## src/rtl/wormhole_output_allocator_if.sv

```systemverilog
// Bundle of signals between one output allocator and the router around it.
//   req/is_tail_in/data_in/dest_in : per-input flit offered to this output
//   grant                          : one-hot pop strobe back to the input buffers
//   data_out/dest_out/is_tail_out  : registered flit on the output link
//   send_out                       : flit valid on the link, one pulse per flit
//   credit_in                      : downstream freed one buffer slot
//   locked/credit_overflow         : status
// The 'slave' modport is the allocator; 'master' is the surrounding router or bench.
interface wormhole_output_allocator_if #(
   parameter int NUM_INPUTS = 5,
   parameter int FLIT_WIDTH = 32,
   parameter int DEST_WIDTH = 6
);
   logic [NUM_INPUTS-1:0]                 req;
   logic [NUM_INPUTS-1:0]                 is_tail_in;
   logic [NUM_INPUTS-1:0][FLIT_WIDTH-1:0] data_in;
   logic [NUM_INPUTS-1:0][DEST_WIDTH-1:0] dest_in;
   logic [NUM_INPUTS-1:0]                 grant;
   logic [FLIT_WIDTH-1:0]                 data_out;
   logic [DEST_WIDTH-1:0]                 dest_out;
   logic                                  is_tail_out;
   logic                                  send_out;
   logic                                  credit_in;
   logic                                  locked;
   logic                                  credit_overflow;

   modport master (
      output req, is_tail_in, data_in, dest_in, credit_in,
      input  grant, data_out, dest_out, is_tail_out, send_out, locked, credit_overflow
   );

   modport slave (
      input  req, is_tail_in, data_in, dest_in, credit_in,
      output grant, data_out, dest_out, is_tail_out, send_out, locked, credit_overflow
   );
endinterface

```

## src/rtl/wormhole_output_allocator.sv

```systemverilog
// Per-output switch allocator: round-robin among inputs, holds the link for a
// whole wormhole packet (head..tail), and only grants when downstream has credit.
// The granted flit is registered onto the output link one cycle after the grant.
// Ports: clk, rst_n (async active-low), bus (wormhole_output_allocator_if.slave).

// Per-input grant qualification: the arbiter picks a candidate, the lane turns it
// into a pop strobe only when that input really holds a flit and a credit exists.
module wormhole_output_allocator_lane (
   input  logic chosen,
   input  logic req,
   input  logic can_send,
   output logic grant
);
   assign grant = chosen & req & can_send;
endmodule

module wormhole_output_allocator #(
   parameter int NUM_INPUTS   = 5,
   parameter int FLIT_WIDTH   = 32,
   parameter int DEST_WIDTH   = 6,
   parameter int CREDIT_DEPTH = 1
) (
   input logic                        clk,
   input logic                        rst_n,
   wormhole_output_allocator_if.slave bus
);
   localparam int PTR_W = (NUM_INPUTS > 1) ? $clog2(NUM_INPUTS) : 1;
   localparam int IDX_W = PTR_W + 1;
   localparam int CNT_W = $clog2(CREDIT_DEPTH + 1);
   localparam logic [IDX_W-1:0] N_IDX    = IDX_W'(NUM_INPUTS);
   localparam logic [PTR_W-1:0] LAST     = PTR_W'(NUM_INPUTS - 1);
   localparam logic [CNT_W-1:0] CRED_MAX = CNT_W'(CREDIT_DEPTH);

   typedef enum logic {IDLE, LOCKED} state_t;

   state_t                 state;
   logic [PTR_W-1:0]       rr_ptr;
   logic [PTR_W-1:0]       owner;
   logic [CNT_W-1:0]       credits;

   logic [IDX_W-1:0]       idx;
   logic [PTR_W-1:0]       scan;
   logic                   found;
   logic [PTR_W-1:0]       winner;
   logic [NUM_INPUTS-1:0]  sel;
   logic [NUM_INPUTS-1:0]  grant_w;
   logic                   can_send;
   logic                   fire;
   logic                   tail_sel;

   function automatic logic [PTR_W-1:0] next_ptr(input logic [PTR_W-1:0] p);
      next_ptr = (p == LAST) ? '0 : p + 1'b1;
   endfunction

   // Round-robin scan starting at rr_ptr; the wrap is a subtract rather than a
   // modulo so non-power-of-two input counts stay cheap.
   always_comb begin
      found = 1'b0;
      scan  = rr_ptr;
      idx   = '0;
      for (int k = 0; k < NUM_INPUTS; k++) begin
         idx = {1'b0, rr_ptr} + IDX_W'(k);
         if (idx >= N_IDX) idx = idx - N_IDX;
         if (!found && bus.req[idx[PTR_W-1:0]]) begin
            found = 1'b1;
            scan  = idx[PTR_W-1:0];
         end
      end
   end

   // While a packet is in flight only the owner may use the link, even if its
   // buffer is momentarily empty (the lock is held across request gaps).
   assign winner = (state == LOCKED) ? owner : scan;

   always_comb begin
      sel = '0;
      if (state == LOCKED || found) sel[winner] = 1'b1;
   end

   // Uses the registered credit count only, so a credit returning this cycle
   // cannot enable a grant until next cycle. Reset also forces the grant low.
   assign can_send = rst_n && (credits != '0);

   for (genvar i = 0; i < NUM_INPUTS; i++) begin : g_lane
      wormhole_output_allocator_lane u_lane (
         .chosen   (sel[i]),
         .req      (bus.req[i]),
         .can_send (can_send),
         .grant    (grant_w[i])
      );
   end

   assign bus.grant = grant_w;
   assign fire      = |grant_w;
   assign tail_sel  = bus.is_tail_in[winner];

   always_ff @(posedge clk or negedge rst_n) begin
      if (!rst_n) begin
         state               <= IDLE;
         rr_ptr              <= '0;
         owner               <= '0;
         credits             <= CRED_MAX;
         bus.data_out        <= '0;
         bus.dest_out        <= '0;
         bus.is_tail_out     <= 1'b0;
         bus.send_out        <= 1'b0;
         bus.locked          <= 1'b0;
         bus.credit_overflow <= 1'b0;
      end else begin
         // Output link register: payload holds its last value between flits.
         bus.send_out <= fire;
         if (fire) begin
            bus.data_out    <= bus.data_in[winner];
            bus.dest_out    <= bus.dest_in[winner];
            bus.is_tail_out <= tail_sel;
         end

         // A send and a returned credit in the same cycle cancel out.
         case ({fire, bus.credit_in})
            2'b10:   credits <= credits - 1'b1;
            2'b01: begin
               if (credits == CRED_MAX) bus.credit_overflow <= 1'b1;
               else                     credits <= credits + 1'b1;
            end
            default: ;
         endcase

         case (state)
            IDLE: begin
               if (fire) begin
                  if (tail_sel) begin
                     rr_ptr <= next_ptr(winner);
                  end else begin
                     owner      <= winner;
                     state      <= LOCKED;
                     bus.locked <= 1'b1;
                  end
               end
            end
            LOCKED: begin
               if (fire && tail_sel) begin
                  state      <= IDLE;
                  bus.locked <= 1'b0;
                  rr_ptr     <= next_ptr(owner);
               end
            end
            default: begin
               state      <= IDLE;
               bus.locked <= 1'b0;
            end
         endcase
      end
   end
endmodule

```

## src/flat_wrapper.sv

```systemverilog
// flat-port wrapper written by rule: the top's interface ports become plain ports
module wormhole_output_allocator_flat 
#(
   parameter int NUM_INPUTS   = 5,
   parameter int FLIT_WIDTH   = 32,
   parameter int DEST_WIDTH   = 6,
   parameter int CREDIT_DEPTH = 1
)
  (clk, rst_n, bus_req, bus_is_tail_in, bus_data_in, bus_dest_in, bus_credit_in, bus_grant, bus_data_out, bus_dest_out, bus_is_tail_out, bus_send_out, bus_locked, bus_credit_overflow);
  wormhole_output_allocator_if #(.NUM_INPUTS(NUM_INPUTS), .FLIT_WIDTH(FLIT_WIDTH), .DEST_WIDTH(DEST_WIDTH)) bus_i ();
  input logic clk;
  input logic rst_n;
  input wire logic [$bits(bus_i.req)-1:0] bus_req;
  input wire logic [$bits(bus_i.is_tail_in)-1:0] bus_is_tail_in;
  input wire logic [$bits(bus_i.data_in)-1:0] bus_data_in;
  input wire logic [$bits(bus_i.dest_in)-1:0] bus_dest_in;
  input wire logic [$bits(bus_i.credit_in)-1:0] bus_credit_in;
  output wire logic [$bits(bus_i.grant)-1:0] bus_grant;
  output wire logic [$bits(bus_i.data_out)-1:0] bus_data_out;
  output wire logic [$bits(bus_i.dest_out)-1:0] bus_dest_out;
  output wire logic [$bits(bus_i.is_tail_out)-1:0] bus_is_tail_out;
  output wire logic [$bits(bus_i.send_out)-1:0] bus_send_out;
  output wire logic [$bits(bus_i.locked)-1:0] bus_locked;
  output wire logic [$bits(bus_i.credit_overflow)-1:0] bus_credit_overflow;
  assign bus_i.req = bus_req;
  assign bus_i.is_tail_in = bus_is_tail_in;
  assign bus_i.data_in = bus_data_in;
  assign bus_i.dest_in = bus_dest_in;
  assign bus_i.credit_in = bus_credit_in;
  assign bus_grant = bus_i.grant;
  assign bus_data_out = bus_i.data_out;
  assign bus_dest_out = bus_i.dest_out;
  assign bus_is_tail_out = bus_i.is_tail_out;
  assign bus_send_out = bus_i.send_out;
  assign bus_locked = bus_i.locked;
  assign bus_credit_overflow = bus_i.credit_overflow;
  wormhole_output_allocator #(.NUM_INPUTS(NUM_INPUTS), .FLIT_WIDTH(FLIT_WIDTH), .DEST_WIDTH(DEST_WIDTH), .CREDIT_DEPTH(CREDIT_DEPTH)) u_core (.clk(clk), .rst_n(rst_n), .bus(bus_i));
endmodule
```

## config.mk

```make
export PLATFORM = sky130hd
export DESIGN_NAME = wormhole_output_allocator_flat
export DESIGN_NICKNAME = d
export VERILOG_FILES = /design/src/rtl/wormhole_output_allocator_if.sv /design/src/rtl/wormhole_output_allocator.sv /design/src/flat_wrapper.sv
export SDC_FILE = /design/constraint.sdc
export NUM_CORES = 1
export LEC_CHECK = 0
export CAP_MARGIN = 0
export CORE_MARGIN = 2
export CORE_UTILIZATION = 45
export DETAILED_ROUTE_END_ITERATION = 7
export DONT_BUFFER_PORTS = 1
export SETUP_SLACK_MARGIN = 0.4
export SLEW_MARGIN = 20
export SYNTH_ARGS = -nofsm -noshare
export SYNTH_HDL_FRONTEND = slang
export SYNTH_SLANG_ARGS = --single-unit
```

## constraint.sdc

```tcl
create_clock -name clk -period 6.15 [get_ports clk]
set_input_delay 1.5375 -clock clk [delete_from_list [all_inputs] [get_ports clk]]
set_output_delay 1.5375 -clock clk [all_outputs]
set_load 0.05 [all_outputs]
```

==> key figures <==
Yosys
  – Unique cell type count in the Yosys netlist: 79
  – Post-Synthesis Cells: 483
  – Ys Warns: 0
  – Largest cells by area after synthesis: dfrtp_1 26%, mux4_2 20%, a22oi_1 6.2%
  – Top cells by count, synth: 57 x nand2_1, 49 x dfrtp_1, 42 x mux4_2, 42 x o21ai_0, 39 x a22oi_1
  – Area leader, netlist: dfrtp_1
  – Syn Nets: 699
  – Area share of the largest cell type after synthesis: 25.97%
  – Most used flip-flop cell after synthesis: dfrtp_1
  – Count leader, synth: nand2_1
  – Mapped Area: 0.004722 mm²
  – Register area share after synthesis: 26.52%
  – Synth async-reset ratio: 100.0%
  – Syn Area/Cell: 9.776 µm²
  – Yosys reg bits: 50
  – Post-synth EDFFs: 0

CTS
  – Worst-skew pair later-pin latency: 0.30 ns
  – Clock transition at the registers of the reported paths: 0.09 ns
  – CTS tree: built
  – Num CTS Buffers: 5
  – Worst-case clock buffer depth: 2
  – H-tree depth: 2
  – CTS root buf: clkbuf_8
  – Clock sink total: 50
  – Post-CTS Hold Buffers: 0

Floorplan
  – IO Count: 250
  – Initial core utilization: 45.95%
  – # rows: 37
  – Placeable Area: 0.01028 mm²
  – DIE AREA: 0.01133 mm²
  – Die width: 106.4 µm
  – Die height: 106.4 µm

Final layout
  – Filler cells: 988
  – Layout overhead on the synthesized area: 9.274%
  – Layout cell share with drive strength beyond 1: 23.28%
  – Final Net Count: 679
  – Fin cells: 605

Worst hold path
  – Hold crit path type: reg -> reg

STA
  – Maximum clock rate: 178.2 MHz
  – Setup skew after layout: 0.01291 ns
  – Final setup vio count: 0
  – Worst Tran Pin Value: 0.8004 ns
  – Total Neg Setup Slack: 0 ns
  – Final period util: 91.26%
  – Fin. Hold Viols: 0
  – Slew HR: 46.64%
  – Period minus WS final: 5.613 ns
  – Slew Limit Fails: 0
  – Unrepaired setup endpoints after global routing: no

Placement
  – Input/output buffers: 0
  – Post-Place Cells: 590
  – Routability cong.: 0.9558
  – DP HPWL: 11480 µm

Worst setup path
  – CP max stage cell: or4_4
  – Critical path class: reg -> out
  – Worst path cell trace: inv_1 > ha_1 > ha_4 > nor2b_1 > or4_4 > a211o_1 > nor3_2 > a2bb2oi_2 > o22a_2 > o31ai_4 > or4_4 > inv_1 > buf_12
  – Critical Path Fanout Max: 6
  – CP max stage delay: 0.60 ns
  – Critical path arrival: 4.08 ns
  – Delay-heaviest family, CP: simple AND/OR/NAND/NOR gates
  – CP startpoint kind: flip-flop
  – CP bufs+invs: 3
  – Setup crit end kind: output pin
  – CP required: 4.61 ns

Routing
  – Drt total wl: 14780 µm
  – Residual DRC: 0
  – Detail Route Antenna Nets: 0
  – Iter 0 DRT Violations: 326
  – Post-DR wirelength/cell: 24.42 µm
  – TritonRoute pass-1 iters: 5
  – Routed vias/inst: 6.660
  – Via count: 4029

GRT
  – Vias in the first global route: 3987
  – First-pass GRT wire length: 21760 µm
  – GRT Total Usage: 24.50%
  – Initial antenna violation count: 3
  – GRT overflow: 0
  – Largest net degree at the start of global routing: 57

Job
  – Max-cap violations: 0

Status
  – Status: completed
[logic make-up (layout without fill, tap and decap cells)]
kind of cell / Yosys count / count (layout) / share of synthesized area, %
AO/OA/AOI/OAI: 167 / 167 / 26.18
AND/OR/NAND/NOR: 128 / 128 / 13.41
buffers and inverters: 64 / 45 / 6.147
multiplexers: 59 / 59 / 23.77
flip-flops: 50 / 50 / 26.52
adder cells (fa/ha/maj): 13 / 13 / 3.604
XOR/XNOR: 2 / 2 / 0.3710
other: 0 / 5 / 0
[what timing repair did]
action	in CTS	in global routing
setup endpoints to repair	1	4
buffers inserted	0	2
pin swaps	0	2
gates resized for setup	3	15
[metal layers]
metal | vias up | global-route usage, % | share of wire, %
met5 | - | 0 | 0
met4 | 0 | 7.143 | 2.0
met3 | 18 | 4.782 | 9.0
met2 | 221 | 40.75 | 50
met1 | 1954 | 32.56 | 39
li1 | 1836 | - | -
[final cells by class]
class,instances,area (µm²),area share (%)
diodes,5,12.51,0.2425
clock inverters,2,38.79,0.7517
inverters,18,67.56,1.309
repair buffers,19,205.2,3.977
multi-input cells,369,3328,64.50
flip-flops and latches,50,1255,24.32
clock buffers,6,82.58,1.600
well taps,136,170.2,3.298
[final timing paths]
check / startpoint / to / slack [ns] / cells past startpoint
max reg2reg: u_core.rr_ptr[1]$_DFFE_PN0P_ / u_core.rr_ptr[2]$_DFFE_PN0P_ / 1.23 / 15
max: u_core.rr_ptr[1]$_DFFE_PN0P_ / bus_grant[4] / 0.54 / 13
min: u_core.credits$_DFFE_PN1P_ / u_core.credits$_DFFE_PN1P_ / 0.51 / 1
max in group asynchronous: rst_n / u_core.credits$_DFFE_PN1P_ / 5.04 / 0
min in group asynchronous: rst_n / u_core.owner[1]$_DFFE_PN0P_ / 0.93 / 0
min reg2reg: u_core.credits$_DFFE_PN1P_ / u_core.credits$_DFFE_PN1P_ / 0.51 / 1
[stage by stage]
step | hold WS (ns) | instance area [µm²] | setup WS, ns | util, %
4_1_cts | 0.5105 | 5032 | 0.4083 | 48.97
5_1_grt | 0.5228 | 5155 | 0.3988 | 50.16
2_1_floorplan | 0.4734 | 4742 | 0.4166 | -
6_report | 0.5083 | 5160 | 0.5374 | 50.21
3_5_place_dp | 0.4947 | 4900 | 0.4039 | 47.67
3_3_place_gp | 0.4825 | 4900 | 0.4390 | 47.67
[state kept, by name, summed over array words and instances, names as in the netlist, named ones only]
signal / flops
u_core.bus.credit_overflow: 1
u_core.bus.data_out: 32
u_core.bus.dest_out: 6
u_core.bus.is_tail_out: 1
u_core.bus.locked: 1
u_core.bus.send_out: 1
u_core.credits: 1
u_core.owner: 3
u_core.rr_ptr: 3
[cells in the final DEF (no fill, tap or decap), types with 3 or more instances in the layout]
| cell type | synthesis | layout |
|---|---|---|
| nand2_1 | 57 | 57 |
| o211ai_1 | 5 | 5 |
| a21oi_1 | 13 | 11 |
| mux2i_1 | 12 | 10 |
| nor2_1 | 22 | 22 |
| mux2_1 | 3 | 3 |
| a21oi_2 | 1 | 3 |
| and3_1 | 3 | 3 |
| dfrtp_1 | 49 | 47 |
| inv_1 | 16 | 16 |
| buf_4 | 6 | 14 |
| nor2b_1 | 8 | 8 |
| buf_12 | 0 | 5 |
| nand3_1 | 6 | 6 |
| a31oi_1 | 4 | 4 |
| a211o_1 | 4 | 4 |
| a22oi_1 | 39 | 39 |
| o21ai_0 | 42 | 42 |
| and2_1 | 6 | 6 |
| diode_2 | 0 | 5 |
| o21a_1 | 4 | 4 |
| clkbuf_8 | 0 | 6 |
| mux4_2 | 42 | 42 |
| a21o_1 | 4 | 4 |
| ha_1 | 12 | 11 |
| nand2b_1 | 8 | 8 |
| a211oi_1 | 6 | 4 |
Power is left out: the tool's default activity adds up to more than one toggle a clock period on the data nets, which glitch-free logic cannot reach.
